[config.mk]
export PLATFORM = sky130hd
export DESIGN_NAME = mdu_hilo
export DESIGN_NICKNAME = d
export VERILOG_FILES = /design/src/rtl/mdu_pkg.sv /design/src/rtl/mdu_iter_core.sv /design/src/rtl/mdu_hilo.sv
export SDC_FILE = /design/constraint.sdc
export NUM_CORES = 1
export LEC_CHECK = 0
export ABC_AREA = 0
export CAP_MARGIN = 40
export CELL_PAD_IN_SITES_DETAIL_PLACEMENT = 1
export CELL_PAD_IN_SITES_GLOBAL_PLACEMENT = 2
export CORE_ASPECT_RATIO = 1.1
export CORE_MARGIN = 5
export CORE_UTILIZATION = 35
export CTS_CLUSTER_SIZE = 8
export DETAILED_ROUTE_END_ITERATION = 16
export PLACE_DENSITY = 0.84
export SLEW_MARGIN = 10
export SYNTH_ARGS = -nofsm -noshare
export SYNTH_HDL_FRONTEND = slang
export SYNTH_HIERARCHICAL = 1
export SYNTH_SLANG_ARGS = --single-unit
export TNS_END_PERCENT = 5
[constraint.sdc]
create_clock -name clk -period 4.2 [get_ports clk]
set_input_delay 0.84 -clock clk [delete_from_list [all_inputs] [get_ports clk]]
set_output_delay 0.84 -clock clk [all_outputs]
set_load 0.02 [all_outputs]
[src/rtl/mdu_pkg.sv]
`default_nettype none
// ============================================================================
// Module   : mdu_pkg
// Brief    : Shared op encodings, FSM states and sizing for the HI/LO
//            multiply/divide unit. MDU_FAST_MUL_EN adds the FAST state.
// Revision : 1.0  initial release
// ============================================================================
package mdu_pkg;

    localparam int MDU_WIDTH = 32;
    localparam int MDU_ITER  = 32;
    localparam int MDU_CNT_W = $clog2(MDU_ITER);

    localparam logic [2:0] c_OP_MULT  = 3'b000;
    localparam logic [2:0] c_OP_MULTU = 3'b001;
    localparam logic [2:0] c_OP_DIV   = 3'b010;
    localparam logic [2:0] c_OP_DIVU  = 3'b011;
    localparam logic [2:0] c_OP_MTHI  = 3'b100;
    localparam logic [2:0] c_OP_MTLO  = 3'b101;

    typedef enum logic [1:0] {
        ST_IDLE = 2'd0,
        ST_CALC = 2'd1,
        ST_SIGN = 2'd2
`ifdef MDU_FAST_MUL_EN
        ,
        ST_FAST = 2'd3
`endif
    } mdu_state_t;

    function automatic logic mdu_op_is_signed(input logic [2:0] op);
        return (op == c_OP_MULT) || (op == c_OP_DIV);
    endfunction

endpackage
`default_nettype wire

[src/rtl/mdu_iter_core.sv]
`default_nettype none
// ============================================================================
// Module   : mdu_iter_core
// Brief    : One-bit-per-cycle shift-add multiply / restoring divide datapath
//            with its iteration counter. Operands are unsigned magnitudes.
// Revision : 1.0  initial release
// ============================================================================
module mdu_iter_core
    import mdu_pkg::*;
(
    input  logic        clk,
    input  logic        rst,
    input  logic        load,
    input  logic        step,
    input  logic        isDiv,
    input  logic [31:0] loadA,
    input  logic [31:0] loadB,
    output logic [63:0] acc,
    output logic        countZero
);

    // Shared accumulator: multiply keeps P[64:0]; divide keeps {rem[32:0], quot[31:0]}.
    logic [64:0]          r_acc;
    logic [31:0]          r_operandB;
    logic [MDU_CNT_W-1:0] r_count;

    logic [32:0] w_mulSum;
    logic [64:0] w_mulNext;
    logic [32:0] w_shifted;
    logic [33:0] w_trial;
    logic [64:0] w_divNext;

    always_comb begin
        w_mulSum  = r_acc[64:32] + {1'b0, r_operandB};
        w_mulNext = r_acc[0] ? {1'b0, w_mulSum, r_acc[31:1]} : {1'b0, r_acc[64:1]};
        w_shifted = {r_acc[63:32], r_acc[31]};
        w_trial   = {1'b0, w_shifted} - {2'b00, r_operandB};
        w_divNext = w_trial[33] ? {w_shifted, r_acc[30:0], 1'b0}
                                : {w_trial[32:0], r_acc[30:0], 1'b1};
    end

    always_ff @(posedge clk or posedge rst) begin
        if (rst) begin
            r_acc      <= '0;
            r_operandB <= '0;
            r_count    <= '0;
        end else if (load) begin
            r_acc      <= {33'd0, loadA};
            r_operandB <= loadB;
            r_count    <= MDU_CNT_W'(MDU_ITER - 1);
        end else if (step) begin
            r_acc      <= isDiv ? w_divNext : w_mulNext;
            r_count    <= r_count - 1'b1;
        end
    end

    assign acc       = r_acc[63:0];
    assign countZero = (r_count == '0);

endmodule
`default_nettype wire

[src/rtl/mdu_hilo.sv]
`default_nettype none
// ============================================================================
// Module   : mdu_hilo
// Brief    : EX-stage multiply/divide unit with architectural HI/LO registers.
//            Define MDU_FAST_MUL_EN for a single-cycle multiplier path.
// Revision : 1.0  initial release
// ============================================================================
module mdu_hilo
    import mdu_pkg::*;
(
    input  logic        clk,
    input  logic        rst,
    input  logic        start,
    input  logic [2:0]  op,
    input  logic [31:0] opa,
    input  logic [31:0] opb,
    output logic        busy,
    output logic        done,
    output logic [31:0] hi,
    output logic [31:0] lo
);

    mdu_state_t r_state;
    logic       r_negQ;
    logic       r_negR;
    logic       r_isDiv;
    logic       r_divZero;

    logic        w_isSigned;
    logic        w_isMulOp;
    logic        w_isDivOp;
    logic        w_divZero;
    logic        w_load;
    logic [31:0] w_magA;
    logic [31:0] w_magB;
    logic [31:0] w_loadA;
    logic [63:0] w_acc;
    logic        w_countZero;
    logic [63:0] w_prod;
    logic [31:0] w_quot;
    logic [31:0] w_rem;
    logic [31:0] w_resHi;
    logic [31:0] w_resLo;

    assign w_isSigned = mdu_op_is_signed(op);
    assign w_isMulOp  = (op == c_OP_MULT) || (op == c_OP_MULTU);
    assign w_isDivOp  = (op == c_OP_DIV)  || (op == c_OP_DIVU);
    assign w_divZero  = w_isDivOp && (opb == 32'd0);
    assign w_magA     = (w_isSigned && opa[31]) ? -opa : opa;
    assign w_magB     = (w_isSigned && opb[31]) ? -opb : opb;
    // Divide-by-zero parks the raw dividend in the core so SIGN can return it as HI.
    assign w_loadA    = w_divZero ? opa : w_magA;

`ifdef MDU_FAST_MUL_EN
    logic [63:0] r_fastProd;
    logic [63:0] w_extA;
    logic [63:0] w_extB;
    logic [63:0] w_fastProd;

    assign w_extA     = w_isSigned ? {{32{opa[31]}}, opa} : {32'd0, opa};
    assign w_extB     = w_isSigned ? {{32{opb[31]}}, opb} : {32'd0, opb};
    assign w_fastProd = w_extA * w_extB;
    assign w_load     = (r_state == ST_IDLE) && start && w_isDivOp;
`else
    assign w_load     = (r_state == ST_IDLE) && start && (w_isMulOp || w_isDivOp);
`endif

    mdu_iter_core u_core (
        .clk       (clk),
        .rst       (rst),
        .load      (w_load),
        .step      (r_state == ST_CALC),
        .isDiv     (r_isDiv),
        .loadA     (w_loadA),
        .loadB     (w_magB),
        .acc       (w_acc),
        .countZero (w_countZero)
    );

    always_comb begin
        w_prod = r_negQ ? -w_acc : w_acc;
        w_quot = r_negQ ? -w_acc[31:0] : w_acc[31:0];
        w_rem  = r_negR ? -w_acc[63:32] : w_acc[63:32];
        if (r_divZero) begin
            w_resHi = w_acc[31:0];
            w_resLo = 32'hFFFF_FFFF;
        end else if (r_isDiv) begin
            w_resHi = w_rem;
            w_resLo = w_quot;
        end else begin
            w_resHi = w_prod[63:32];
            w_resLo = w_prod[31:0];
        end
    end

    always_ff @(posedge clk or posedge rst) begin
        if (rst) begin
            r_state   <= ST_IDLE;
            r_negQ    <= 1'b0;
            r_negR    <= 1'b0;
            r_isDiv   <= 1'b0;
            r_divZero <= 1'b0;
            done      <= 1'b0;
            hi        <= '0;
            lo        <= '0;
`ifdef MDU_FAST_MUL_EN
            r_fastProd <= '0;
`endif
        end else begin
            done <= 1'b0;
            case (r_state)
                ST_IDLE: begin
                    if (start) begin
                        if (op == c_OP_MTHI) begin
                            hi <= opa;
                        end else if (op == c_OP_MTLO) begin
                            lo <= opa;
`ifdef MDU_FAST_MUL_EN
                        end else if (w_isMulOp) begin
                            r_fastProd <= w_fastProd;
                            r_state    <= ST_FAST;
`endif
                        end else if (w_load) begin
                            r_negQ    <= w_isSigned && (opa[31] ^ opb[31]);
                            r_negR    <= w_isSigned && opa[31];
                            r_isDiv   <= w_isDivOp;
                            r_divZero <= w_divZero;
                            r_state   <= w_divZero ? ST_SIGN : ST_CALC;
                        end
                    end
                end
                ST_CALC: begin
                    if (w_countZero) begin
                        r_state <= ST_SIGN;
                    end
                end
                ST_SIGN: begin
                    hi      <= w_resHi;
                    lo      <= w_resLo;
                    done    <= 1'b1;
                    r_state <= ST_IDLE;
                end
`ifdef MDU_FAST_MUL_EN
                ST_FAST: begin
                    hi      <= r_fastProd[63:32];
                    lo      <= r_fastProd[31:0];
                    done    <= 1'b1;
                    r_state <= ST_IDLE;
                end
`endif
                default: r_state <= ST_IDLE;
            endcase
        end
    end

    assign busy = (r_state != ST_IDLE);

endmodule
`default_nettype wire

# Word-level counts from Yosys, hierarchy flattened
# Index checks and enable logic that the tools add are counted.
dict set report word_totals {
  reg_bits 173
  inputBits 70
  out_inout_bits 66
  elab_cells 89
}
dict set report classes {
  n_addsub 8
  n_eq_ne 14
  n_mux 32
  bitwise_logic 3
  n_reduce_logical 21
}
# op n
set op_table {}
lappend op_table {{32-bit two-way mux} 14}
lappend op_table {{65-bit two-way mux} 4}
lappend op_table {{64-bit two-way mux} 2}
lappend op_table {{32-bit negator} 4}
lappend op_table {{32-bit case mux with 2 select lines} 2}
lappend op_table {{64-bit negator} 1}
lappend op_table {{33-bit by 32-bit subtractor with 34-bit output} 1}
lappend op_table {{33-bit by 32-bit adder with 33-bit output} 1}
lappend op_table {{32-bit logical NOT} 1}
lappend op_table {{2-bit two-way mux} 6}
lappend op_table {{5-bit two-way mux} 2}
lappend op_table {{5-bit AND reduction} 2}
lappend op_table {{2-bit != test, second input constant} 4}
lappend op_table {{3-bit by 2-bit == test with 1-bit output, second input constant} 2}
lappend op_table {{3-bit == test, second input constant} 2}
lappend op_table {{1-bit logical AND} 6}
lappend op_table {{2-bit by 1-bit != test with 1-bit output, second input constant} 3}
lappend op_table {{2-bit nonzero test} 3}
lappend op_table {{5-bit logical NOT} 1}
lappend op_table {{5-bit by 1-bit subtractor with 5-bit output, second input constant} 1}
lappend op_table {{1-bit logical OR} 4}
lappend op_table {{2-bit case mux with 2 select lines} 1}
lappend op_table {{4-bit AND reduction} 1}
lappend op_table {{3-bit by 1-bit == test with 1-bit output, second input constant} 1}
lappend op_table {{other kinds (8)} 9}

# Depth between registers and ports, before layout
# Gate-level depths: netlist (run 1).
dict set report depth {
  depth_word 9
  ltp_mapped 14
  depth_no_buf 14
}

# Hierarchy
# The synthesis (run 1) kept the hierarchy.
# mod instances cells_per_inst area_per_inst_um2 seq_area_each_um2
set by_module_without_submodules {}
lappend by_module_without_submodules {mdu_iter_core 1 1203 9409.0 2552.4}
lappend by_module_without_submodules {mdu_hilo 1 848 6548.8 1776.7}

# Worst setup path before layout (run 1)
# No wires, ideal clock.
dict set report synth_path {
  kind {input -> register}
  startpoint {in opa[18]}
  endpoint {reg u_core.r_acc[28]}
  setup_ns 0.083
  arrival_time_ns 3.144
  required_ns 4.117
  path_slack_ns 0.973
  cell_stages 8
  path_buffers 0
  cell_sequence {or4_4 -> or4_4 -> or3_4 -> or4_4 -> o31ai_1 -> xnor2_1 -> nand2_1 -> o21ai_0}
}
dict set report synth_via {
  elab_chain_cells 4
}
# item line_no
set synth_rtl {}
lappend synth_rtl {{start: declaration} mdu_hilo.sv:15} ;# input logic [31:0] opa,
lappend synth_rtl {{32-bit negator} mdu_hilo.sv:49} ;# assign w_magA = (w_isSigned && opa[31]) ? -opa : opa;
lappend synth_rtl {{32-bit two-way mux} mdu_hilo.sv:49}
lappend synth_rtl {{32-bit two-way mux} mdu_hilo.sv:52} ;# assign w_loadA = w_divZero ? opa : w_magA;
lappend synth_rtl {{net w_loadA[28]} mdu_hilo.sv:36} ;# logic [31:0] w_loadA;
lappend synth_rtl {{65-bit two-way mux} mdu_iter_core.sv:47} ;# end else if (load) begin
lappend synth_rtl {{end signal: assignment} mdu_iter_core.sv:48} ;# r_acc <= {33'd0, loadA};
lappend synth_rtl {{end signal: assignment} mdu_iter_core.sv:52} ;# r_acc <= isDiv ? w_divNext : w_mulNext;
lappend synth_rtl {{end: declaration} mdu_iter_core.sv:23} ;# logic [64:0] r_acc;
# The timed path passes the listed nets, and every way through them passes these cells.
# A chain may end at the register's enable or synchronous reset.

# Worst setup path in the final report (run 1)
dict set report layout_path {
  startpoint {reg u_core.r_acc[32]}
  endpoint {reg u_core.r_acc[61]}
}
dict set report layout_via {
  elab_chain_cells 5
  elab_cells_between_ends 7
  cone_classes {2 x add/sub; 5 x mux}
}
# item line_no
set layout_rtl {}
lappend layout_rtl {{33-bit by 32-bit adder with 33-bit output or 33-bit by 32-bit subtractor with 34-bit output (tied branches)} {mdu_iter_core.sv:34, mdu_iter_core.sv:37}}
lappend layout_rtl {{64-bit two-way mux or 65-bit two-way mux (tied branches)} {mdu_iter_core.sv:35, mdu_iter_core.sv:38}}
lappend layout_rtl {{65-bit two-way mux (*)} mdu_iter_core.sv:52}
lappend layout_rtl {{65-bit two-way mux (*)} mdu_iter_core.sv:51} ;# end else if (step) begin
lappend layout_rtl {{65-bit two-way mux (*)} mdu_iter_core.sv:47}
# Mark *: on every way between the ends. The rest lies on a longest branch, timed or not. The select of a mux whose other input is x is not followed.

==> results of run 1 <==
report_power, final:
part	switching, mW	internal, mW
Clock	0.798	0.853
Combinational	7.31	5.05
Sequential	1.21	2.47
Total	9.32	8.37
final timing paths:
check | from | to | slack (ns)
max in group asynchronous | rst | lo[31]$_DFFE_PP0P_ | 2.60
worst min register to register | u_core/r_acc[64]$_DFFE_PP0P_ | u_core/r_acc[64]$_DFFE_PP0P_ | 0.53
worst max-delay path | u_core/r_acc[32]$_DFFE_PP0P_ | u_core/r_acc[61]$_DFFE_PP0P_ | 0.39
min in group asynchronous | rst | u_core/r_acc[4]$_DFFE_PP0P_ | 0.75
worst min-delay path | u_core/r_acc[64]$_DFFE_PP0P_ | u_core/r_acc[64]$_DFFE_PP0P_ | 0.53
worst max register to register | u_core/r_acc[32]$_DFFE_PP0P_ | u_core/r_acc[61]$_DFFE_PP0P_ | 0.39
final cells by class:
type,count,share of cell area
inverter,77,0.01600
sequential,173,0.2357
timing repair buffer,208,0.1078
multi-input combinational,1624,0.5687
clock inverter,14,0.007895
clock buffer,18,0.02389
tap,588,0.04002
tightest hold or removal path: cells and delay by family, from the launching register on:
kind	cells	cell delay, ns
simple gates	1	0.06
compound gates	1	0.07
flops	1	0.37
per-stage QoR:
stage          hold slack (ns)  power [mW]  std cells
2_1_floorplan           0.4878       12.05       2051
3_3_place_gp            0.5023       15.51       2669
3_5_place_dp            0.5206       15.86       2670
4_1_cts                 0.5375       17.58       2702
5_1_grt                 0.5755       19.05       2702
6_report                0.5345       17.68       2702
layout by cell type (no fill, tap or decap), drive strengths merged, types with 28 or more instances in the layout:
cell / netlist / layout
a211oi: 54 / 54
a21o: 30 / 30
a21oi: 136 / 136
a31oi: 31 / 31
a32oi: 28 / 28
buf: 82 / 73
clkdlybuf4s50: 0 / 135
dfrtp: 173 / 173
ha: 70 / 70
inv: 77 / 85
mux2i: 59 / 59
nand2: 258 / 258
nand3: 41 / 41
nor2: 161 / 161
nor3: 58 / 58
nor4: 29 / 29
o21ai: 163 / 163
o31ai: 28 / 28
xnor2: 91 / 91
xor2: 67 / 67
cell families (layout without fill, tap and decap cells):
family / after synthesis / count (layout)
AOI/OAI and AO/OA: 630 / 630
xor gates and xnor gates: 158 / 158
adders and majority gates: 72 / 72
buffers and inverters: 254 / 317
DFF: 173 / 173
muxes: 64 / 64
and+or+nand+nor: 700 / 700
flip-flops by register name (all words and copies together) (netlist names):
register / count
r_isDiv: 1
r_state: 2
hi: 32
u_core/r_count: 5
r_negR: 1
r_divZero: 1
r_negQ: 1
u_core/r_operandB: 32
done: 1
u_core/r_acc: 65
lo: 32
routing by layer:
layer	wire, microns	GRT usage	part of all wire	up-vias
li1	-	-	-	7536
met3	3653	0.03546	0.057	95
met4	2144	0.08865	0.034	0
met5	0	0	0	-
met1	27480	0.3296	0.43	7951
met2	30320	0.4244	0.48	556
==> results_dict.tcl, run 1 <==
set metrics [dict create \
    yosysUniqueCellTypes 83 \
    period_needed_ns 3.814 \
    cp_max_fo 5 \
    placed_area_sq_um 17800 \
    max_freq_mhz 262.2 \
    synth_top_family_by_area "compound AO/OA/AOI/OAI gates" \
    regArea_sq_um 4333 \
    clkSinkCount 173 \
    synth-simple-area-share 0.2090 \
    relSlewSlack 0.4150 \
    grt_pass1_vias 16550 \
    synth_commonest_cells "258 x nand2_1, 173 x dfrtp_1, 161 x nor2_1" \
    hold_path_depth 2 \
    io_buffers 135 \
    firstDrtPassIters 6 \
    setup_violations 0 \
    clockRootBuffer "clkbuf_16" \
    totalWireLength_microns 63600 \
    critical_path_depth 14 \
    grt_first_pass_wirelength_microns 98610 \
    synth_most_common_cell "nand2_1" \
    synth_area_leaders "dfrtp_1 27%, nand2_1 6.1%, ha_1 5.5%" \
    slowest_stage "dfrtp_1" \
    criticalPathCategory "flip-flop to flip-flop" \
    crit_path_max_incr_delay_ns 0.47 \
    syn_inst 2051 \
    synth_area_sq_um 15960 \
    drv_slew 0 \
    critPathTopFamily "compound AO/OA/AOI/OAI gates" \
    cts_made_buffers 17 \
    hold_buffers 0 \
    cts_buffer_depth 2 \
    ys_seq_area_frac 0.2713 \
    die_h_microns 234.0 \
    viasPerCell 5.973 \
    start_util 0.3519 \
    diodes 0 \
    post-cts-setup-buffer-count 0 \
    synth-adder-area-share 0.05739 \
    synth_xor_area_frac 0.08672 \
    worstMarginPinSlew_ns 0.8766 \
    syn_to_final_growth_pct 15.20 \
    dp_slack_ns 0.2386 \
    synthMuxAreaShare 0.04054 \
    synth_compound_area_frac 0.2591 \
    fillCellCount 5538 \
    drt_iter0_drc 1195 \
    crit_required_ns 4.58 \
    fin_nets 2243 \
    grt.overflow.total 0 \
    synth.largest_area_cell "dfrtp_1" \
    critPathArrivalTime_ns 4.20 \
    min_period_over_period 0.9081 \
    fin_area_sq_um 18380 \
    num_io_pins 136 \
    ys_ff_latch 173 \
    ff2ff_path_depth 14 \
    synth_ff_type "dfrtp_1" \
    status "complete, no violations" \
    ir_worst_vdd_uv 412.9 \
    drtAntennaViolNets 0 \
    grt_start_max_net_pins 116 \
    p_leak_nw 7.324 \
    cts_resized 0 \
    skew_ns 0.008552 \
    multi_input_area_sq_um 10450 \
    cts_tree "built" \
    dieArea_sq_um 49970 \
    antenna_found_initial 2 \
    routedWlPerCell_microns 23.54 \
    cap_viol_max_count 0 \
    hold_viol_final 0 \
    final_core_util 0.4054 \
    die_w_microns 213.6 \
    final.setup.worst_slack_ns 0.3861 \
    grt_setup_unrepaired "no" \
    synth-edff-count 0 \
    rows 82 \
    yosys_warnings 6 \
    timing.critical_path.from_type "flip-flop" \
    gp_congestion 0.9814 \
    syn_nets 2193 \
    crit_chain "ha_1, inv_1, fa_1, nor2b_1, o31a_1, o21ai_1, o21ai_0, a21oi_1, a31oi_1, buf_4, o211ai_1, a21boi_0, mux2_2, a211oi_1" \
    hp-class "flip-flop to flip-flop" \
    synth_top_area_share 0.2713 \
    core-area_sq_um 45350 \
    crit_buf_inv 2 \
    num_vias 16140 \
    syn_avg_cell_area_sq_um 7.780 \
    drc 0 \
    clkTransAtPathRegs_ns 0.08 \
    tns_ns 0 \
    p_per_area_nw_per_um2 961.9 \
    track_usage 0.2515 \
    clk_latency_ns 0.47 \
    synthArstFlopShare 1.000 \
    dpl.hpwl_microns 49770 \
    end_kind "flip-flop" \
    drive_gt1_frac 0.06954 \
    h-tree-depth 4 \
]
Note: power is estimated with default switching activity, not from simulation.
==> run 2: changes to the inputs <==
CAP_MARGIN = not set   (was 40)
==> results_dict.tcl, run 2 (synthesis gave the netlist of run 1 again) <==
set metrics [dict create \
    tns_ns 0 \
    drtAntennaViolNets 0 \
    die_h_microns 234.0 \
    clkPwrFrac 0.095 \
    drive_gt1_frac 0.06910 \
    dp_slack_ns 0.2533 \
    hold_buffers 0 \
    critPathArrivalTime_ns 4.14 \
    fin_nets 2242 \
    firstDrtPassIters 8 \
    grt_setup_unrepaired "no" \
    io_buffers 135 \
    use_met1 0.3294 \
    grt_first_pass_wirelength_microns 98390 \
    grt.overflow.total 0 \
    relSlewSlack 0.2939 \
    core-area_sq_um 45350 \
    crit_chain "ha_1, inv_1, fa_1, nor2b_1, o31a_1, o21ai_1, o21ai_0, a21oi_1, a31oi_1, buf_4, o211ai_1, a21boi_0, mux2_2, a211oi_1" \
    grt_use_met2 0.4263 \
    pwr-share-seq 0.208 \
    syn_to_final_growth_pct 15.11 \
    dieArea_sq_um 49970 \
    crit_required_ns 4.58 \
    end_kind "flip-flop" \
    crit_path_max_incr_delay_ns 0.48 \
    slowest_stage "dfrtp_1" \
    period_needed_ns 3.756 \
    status "complete, no violations" \
    cts_made_buffers 17 \
    clkTransAtPathRegs_ns 0.07 \
    num_io_pins 136 \
    met3_usage 0.03024 \
    grt_pass1_vias 16450 \
    criticalPathCategory "flip-flop to flip-flop" \
    clk_latency_ns 0.47 \
    switchingPower_mw 9.272 \
    drv_slew 0 \
    cts_buffer_depth 2 \
    viasPerCell 5.973 \
    hold_viol_final 0 \
    p_leak_nw 7.307 \
    die_w_microns 213.6 \
    routedWlPerCell_microns 23.46 \
    antenna_found_initial 3 \
    h-tree-depth 4 \
    min_period_over_period 0.8944 \
    top_register "u_core/r_acc" \
    ir_worst_vdd_uv 355.1 \
    hold_path_depth 2 \
    holdWs_ns 0.5309 \
    drt_iter0_drc 1105 \
    clkSinkCount 173 \
    switching_share 0.5244 \
    cap_viol_max_count 0 \
    setup_violations 0 \
    finalPower_mw 17.68 \
    fillCellCount 5508 \
    gp_congestion 0.9814 \
    instances_no_fill 2702 \
    final.setup.worst_slack_ns 0.4436 \
    cp_max_fo 5 \
    post-cts-setup-buffer-count 0 \
    clockRootBuffer "clkbuf_16" \
    cts_resized 0 \
    combPwrFrac 0.697 \
    track_usage 0.2511 \
    regArea_sq_um 4333 \
    num_vias 16140 \
    grt_start_max_net_pins 116 \
    top_usage_layer "met2" \
    final_common_cell "nand2_1" \
    timing.critical_path.from_type "flip-flop" \
    rows 82 \
    ff2ff_path_depth 14 \
    hp-class "flip-flop to flip-flop" \
    dpl.hpwl_microns 49660 \
    final_cell_mix "258 x nand2_1, 172 x dfrtp_1, 160 x nor2_1" \
    cts_tree "built" \
    multi_input_area_sq_um 10450 \
    max_freq_mhz 266.2 \
    placed_cells_incl_taps 2669 \
    largest_reg_flops 65 \
    p_int_mw 8.410 \
    start_util 0.3519 \
    worstMarginPinSlew_ns 1.059 \
    totalWireLength_microns 63390 \
    drc 0 \
    p_per_area_nw_per_um2 962.6 \
    skew_ns 0.009746 \
]
## run 2: path summary, 6_finish.rpt
check,slack (ns),start,end
min in group asynchronous,0.90,rst,hi[7]$_DFFE_PP0P_
setup / recovery,0.44,u_core/r_acc[32]$_DFFE_PP0P_,u_core/r_acc[61]$_DFFE_PP0P_
max in group asynchronous,2.44,rst,u_core/r_operandB[26]$_DFFE_PP0P_
hold reg to reg,0.53,u_core/r_acc[64]$_DFFE_PP0P_,u_core/r_acc[64]$_DFFE_PP0P_
hold / removal,0.53,u_core/r_acc[64]$_DFFE_PP0P_,u_core/r_acc[64]$_DFFE_PP0P_
setup reg to reg,0.44,u_core/r_acc[32]$_DFFE_PP0P_,u_core/r_acc[61]$_DFFE_PP0P_
## run 2: layout make-up
type,count,area share
Antenna cell,1,0.0001362
Clock buffer,18,0.02391
Clock inverter,14,0.008514
Inverter,77,0.01601
Multi-Input combinational cell,1624,0.5691
Sequential cell,173,0.2359
Tap cell,588,0.04005
Timing Repair Buffer,207,0.1064
## run 2: power by group through the flow
stage / clock [mW] / combinational, mW / sequential (mW)
after floorplan: 0 / 8.67 / 3.38
after global placement: 0 / 11.9 / 3.65
after detailed placement: 0 / 12.2 / 3.68
after CTS: 1.71 / 12.2 / 3.65
after global routing: 1.77 / 13.5 / 3.78
final: 1.68 / 12.3 / 3.68
## run 2: critical path: cells and delay by family (launching register included)
family | cells | cell delay (ns)
DFF | 1 | 0.48
buffers and inverters | 2 | 0.24
muxes | 1 | 0.35
AOI/OAI and AO/OA | 8 | 1.70
and+or+nand+nor | 1 | 0.25
adders and majority gates | 2 | 0.65
## run 2: through the flow
| stage | util | instance area, sq um |
|---|---|---|
| CTS | 0.4050 | 18370 |
| global placement | 0.3919 | 17770 |
| detailed placement | 0.3919 | 17770 |
| floorplan | - | 15960 |
| finish | 0.4051 | 18370 |
| global route | 0.4051 | 18370 |
## run 2: per-layer routing
metal	part of all wire	wire, microns
met2	0.48	30200
met5	0	0
met3	0.055	3474
met4	0.034	2130
met1	0.44	27590
==> patch 1: new RTL, config.mk and constraints of run 2 <==
Put a register stage on the output `busy`, with the module's reset. The value now appears one clock later. The other outputs are not delayed to match.
--- a/src/rtl/mdu_hilo.sv
+++ b/src/rtl/mdu_hilo.sv
@@ -155,3 +155,9 @@
 
-    assign busy = (r_state != ST_IDLE);
+    always_ff @(posedge clk or posedge rst) begin
+        if (rst) begin
+            busy <= '0;
+        end else begin
+            busy <= (r_state != ST_IDLE);
+        end
+    end
 
Formal check against the unedited RTL: not equivalent (a bounded check fails within 4 cycles, from zero or initial values and one cycle with rst high).
==> patch 1 against run 2 <==
- routed wire length grew 3.2%
- critical path type unchanged
- critical path depth is the same
- final area grew 0.20%
- worst setup slack gained 0.00051 ns
- total power grew 0.62%
- count of clock-buffer cells in the layout grew 3
- largest cell class unchanged
- area after synthesis grew 0.16%
- sequential cell count grew 1
- hold slack gained 0.028 ns
==> patch 1: results (changes against run 2) <==
| Metric | Value |
|---|---|
| Outcome | `completed` |
| Part of the Yosys area used for sequential elements | `27.2% (+0.11 points)` |
| Mux share of post-synthesis cell area | `4.05% (-0.0063 points)` |
| Filler instances | `5497 (-0.20%)` |
| Top area cells in the synthesized netlist | `sky130_fd_sc_hd__dfrtp_1 (27%), sky130_fd_sc_hd__nand2_1 (6.1%), sky130_fd_sc_hd__ha_1 (5.5%)` |
| Actual transition at the worst max-transition pin | `1.12 ns (+0.0613 ns)` |
| Reg2reg setup slack | `0.44 ns (about the same)` |
| Arrival time of the worst setup path | `4.11 ns (-0.03 ns)` |
| Share of total power consumed by net switching | `52.6% (+0.21 points)` |
| Number of different library cells in the post-synthesis netlist | `83 (unchanged)` |
| Number of vias per cell | `6.02 (+0.78%)` |
| Wire length of the first global-routing pass | `100 mm (+1.9%)` |
| Total of buffers placed on input and output ports | `135 (unchanged)` |
| Origin of the worst min-delay path | `lo[28]` |
| Worst hold path cell count | `2 (unchanged)` |
| Final WS setup | `0.444 ns (+0.000506 ns)` |
| Most common library cells after synthesis | `sky130_fd_sc_hd__nand2_1 (258), sky130_fd_sc_hd__dfrtp_1 (174), sky130_fd_sc_hd__nor2_1 (161)` |
| Clock latency on the worst-skew pair | `0.47 ns (about the same)` |
| Fraction of the mapped netlist area in compound gates | `25.9% (-0.041 points)` |
| TritonRoute pass-1 iters | `5 (-3)` |
| Worst Path Max Fanout | `3 (-2)` |
| Top Family by Delay on Critical Path | `compound AO/OA/AOI/OAI gates` |
| Initial drt markers | `1266 (+15%)` |
| Worst-case clock skew | `0.0151 ns (+0.00536 ns)` |
| Total routing usage reported by global routing | `25.7% (+0.60 points)` |
| Setup TNS | `0 ns (unchanged)` |
| Hold Crit Endpoint | `lo[28]` |
| Number of hold buffers added after CTS | `0 (unchanged)` |
| Beginning of the critical path | `u_core/r_acc[31]` |
| Nets | `2253 (+0.49%)` |
| Placed wire-length estimate after detailed placement | `50.2 mm (+1.1%)` |
| Clock share of power | `9.1% (-0.4 points)` |
| Area share of fa/ha/maj cells after synthesis | `5.73% (-0.0090 points)` |
| Vias in the first global route | `16500 (+0.21%)` |
| Leakage power figure | `7.35 nW (+0.59%)` |
| Post-synth net total | `2194 (+0.046%)` |
| Flip-flop count of the largest register after layout | `65 (unchanged)` |
| Routed Wire Length | `65.4 mm (+3.2%)` |
| Combinational logic power | `12.5 mW` |
| Pre-CTS WS | `0.336 ns (+0.0824 ns)` |
| Number of antenna violations at the first check in global routing | `1 (-2)` |
| XOR/XNOR share of the synthesized area | `8.66% (-0.014 points)` |
| End of the critical path | `u_core/r_acc[62]` |
| Post-synthesis async set-or-reset flop share | `100% (unchanged)` |
| Last weighted congestion value of the routability-driven placer | `0.966 (-1.5%)` |
| Share of layout cells above drive strength 1 | `7.20% (+0.29 points)` |
| Maximum number of pins on one net before global-route repair | `87 (-25%)` |
| Worst IR drop on VDD | `0.297 mV (-16%)` |
[patch 1: cell count changes after synthesis]
cell | run 2 | this run
sky130_fd_sc_hd__dfrtp_1 | 173 | 174
[patch 1: per-layer routing]
layer | up-vias | share of wire, % | track usage, %
met3 | 98 | 5.5 | 2.90
met2 | 552 | 48 | 43.7
met5 | - | 0 | 0
met4 | 0 | 3.4 | 9.00
met1 | 8127 | 43 | 33.9
li1 | 7565 | - | -
[patch 1: cell type report]
cell class	count	share of cell area (%)
clock inverters	11	0.571
multi-input cells	1624	56.8
flip-flops and latches	174	23.7
repair buffers	217	10.8
well taps	588	4.00
inverters	77	1.60
diodes	3	0.0408
clock buffers	21	2.50
[patch 1: per-stage QoR]
step	std cells	instance area (sq um)	hold slack (ns)	total power [mW]	utilization, %
finish	2715	18400	0.559	17.8	40.6
global route	2713	18400	0.585	19.1	40.6
CTS	2712	18400	0.562	17.7	40.6
detailed placement	2680	17800	0.547	16.0	39.3
global placement	2680	17800	0.509	15.6	39.3
floorplan	2052	16000	0.488	12.1	-
==> patch 2: new RTL, flow settings as in run 2 <==
Without the edit above. The package constant `MDU_ITER` goes from 32 to 64.
--- a/src/rtl/mdu_pkg.sv
+++ b/src/rtl/mdu_pkg.sv
@@ -10,3 +10,3 @@
     localparam int MDU_WIDTH = 32;
-    localparam int MDU_ITER  = 32;
+    localparam int MDU_ITER  = 64;
     localparam int MDU_CNT_W = $clog2(MDU_ITER);
Function: same outputs for any inputs over 4 cycles, from zero or initial values and one cycle with rst high; that may be too few to reach the edited logic, so the function may still have changed.
==> patch 2 against run 2 <==
- area after synthesis fell by 0.94%
- sequential share of layout area rose by 0.46 points
- clock power fell by 7%
- final area fell by 1.3%
- sequential cell count rose by 1
- worst setup slack improved by 0.20 ns
- total power fell by 6.1%
- routed wire length rose by 1.1%
- largest cell class unchanged
==> patch 2: results (changes against run 2) <==
| Metric | Value |
|---|---|
| Outcome | `completed` |
| Most common library cells after synthesis | `sky130_fd_sc_hd__nand2_1 (252), sky130_fd_sc_hd__dfrtp_1 (174), sky130_fd_sc_hd__o21ai_0 (161)` |
| Fraction of the mapped netlist area in compound gates | `25.6% (-0.34 points)` |
| Clock latency on the worst-skew pair | `0.49 ns (+0.02 ns)` |
| Worst IR drop on VDD | `0.375 mV (+5.8%)` |
| Global routing met3 resource utilization | `3.90% (+0.87 points)` |
| Share of layout cells above drive strength 1 | `7.04% (+0.13 points)` |
| Reg2reg setup slack | `0.65 ns (+0.20 ns)` |
| Part of the Yosys area used for sequential elements | `27.5% (+0.42 points)` |
| Beginning of the worst register-to-register path | `u_core/r_acc[47]` |
| Worst min-delay path class | `flip-flop to flip-flop` |
| Count of non-filler cells in the finished layout | `2657 (-1.7%)` |
| Top area cells in the synthesized netlist | `sky130_fd_sc_hd__dfrtp_1 (28%), sky130_fd_sc_hd__nand2_1 (6.0%), sky130_fd_sc_hd__ha_1 (5.5%)` |
| FF-to-FF End | `u_core/r_acc[55]` |
| Leakage power figure | `7.25 nW (-0.74%)` |
| Beginning of the critical path | `u_core/r_acc[47]` |
| Number of gates resized after cts | `0 (unchanged)` |
| Maximum number of pins on one net before global-route repair | `85 (-27%)` |
| Met2 layer usage reported by global route | `43.5% (+0.87 points)` |
| Number of antenna violations at the first check in global routing | `1 (-2)` |
| XOR/XNOR share of the synthesized area | `8.70% (+0.027 points)` |
| Initial drt markers | `1090 (-1.4%)` |
| Mean area per synthesized cell | `7.88 sq um (+1.3%)` |
| Number of vias per cell | `6.08 (+1.8%)` |
| Number of different library cells in the post-synthesis netlist | `84 (+1.2%)` |
| Arrival time of the worst setup path | `3.91 ns (-0.23 ns)` |
| Area share of fa/ha/maj cells after synthesis | `5.79% (+0.055 points)` |
| Cell Count Post-Placement | `2624 (-1.7%)` |
| TritonRoute pass-1 iters | `6 (-2)` |
| Total routing usage reported by global routing | `25.4% (+0.34 points)` |
| Last weighted congestion value of the routability-driven placer | `0.920 (-6.3%)` |
| Buffers inserted by post-CTS timing repair | `0 (unchanged)` |
| Filler instances | `5400 (-2.0%)` |
| Post-synth net total | `2147 (-2.1%)` |
| Placed cell areas | `17600 sq um (-1.1%)` |
| Mux share of post-synthesis cell area | `4.75% (+0.70 points)` |
| Worst Path Max Fanout | `14 (+9)` |
| Placed wire-length estimate after detailed placement | `49.0 mm (-1.2%)` |
| Wire length of the first global-routing pass | `98.4 mm (about the same)` |
| Wire length per cell after detailed routing | `24.1 um (+2.8%)` |
| Actual transition at the worst max-transition pin | `1.16 ns (+0.101 ns)` |
| Vias in the first global route | `16300 (-0.67%)` |
| Nets | `2204 (-1.7%)` |
| Met1 Track Usage GR | `32.1% (-0.88 points)` |
| Worst-case clock skew | `0.0204 ns (+0.0107 ns)` |
| Cell depth of the worst flop-to-flop path | `10 (-4)` |
[patch 2: worst max-delay path: stages (launching register included)]
cell and delay (ns):
sky130_fd_sc_hd__dfrtp_1 0.53, sky130_fd_sc_hd__ha_1 0.44, sky130_fd_sc_hd__a21oi_1 0.25, sky130_fd_sc_hd__o21ai_0 0.19, sky130_fd_sc_hd__a221o_1 0.34, sky130_fd_sc_hd__a311oi_2 0.31, sky130_fd_sc_hd__nand2_2 0.21, sky130_fd_sc_hd__o211a_4 0.33
sky130_fd_sc_hd__nor2_4 0.37, sky130_fd_sc_hd__a32oi_1 0.17, sky130_fd_sc_hd__a32o_1 0.28
[patch 2: layout make-up]
type,count,area [sq um],share of cell area (%)
sequential,174,4360,24.0
inverter,80,307,1.69
timing repair buffer,205,1890,10.4
antenna,3,7.51,0.0414
clock buffer,19,453,2.50
clock inverter,11,83.8,0.462
tap,581,727,4.01
multi-input combinational,1584,10300,56.8
[patch 2: report_power, final]
part           switching (mW)  leakage (nW)  internal (mW)
sequential               1.13          2.09           2.47
clock                   0.770         0.254          0.785
combinational            6.86          4.91           4.60
total                    8.76          7.25           7.86
[patch 2: per-layer routing]
| layer | part of all wire, % | vias to the layer above | routed length, um |
|---|---|---|---|
| li1 | - | 7416 | - |
| met2 | 49 | 536 | 31100 |
| met1 | 42 | 8086 | 26900 |
| met5 | 0.022 | - | 14 |
| met4 | 3.9 | 2 | 2520 |
| met3 | 5.5 | 118 | 3550 |
[patch 2: per-stage QoR]
stage / utilization [%] / setup WS (ns)
3_5_place_dp: 39.4 / 0.227
2_1_floorplan: - / 0.656
4_1_cts: 40.6 / 0.684
5_1_grt: 40.6 / 0.418
6_report: 40.6 / 0.647
3_3_place_gp: 39.4 / 0.259
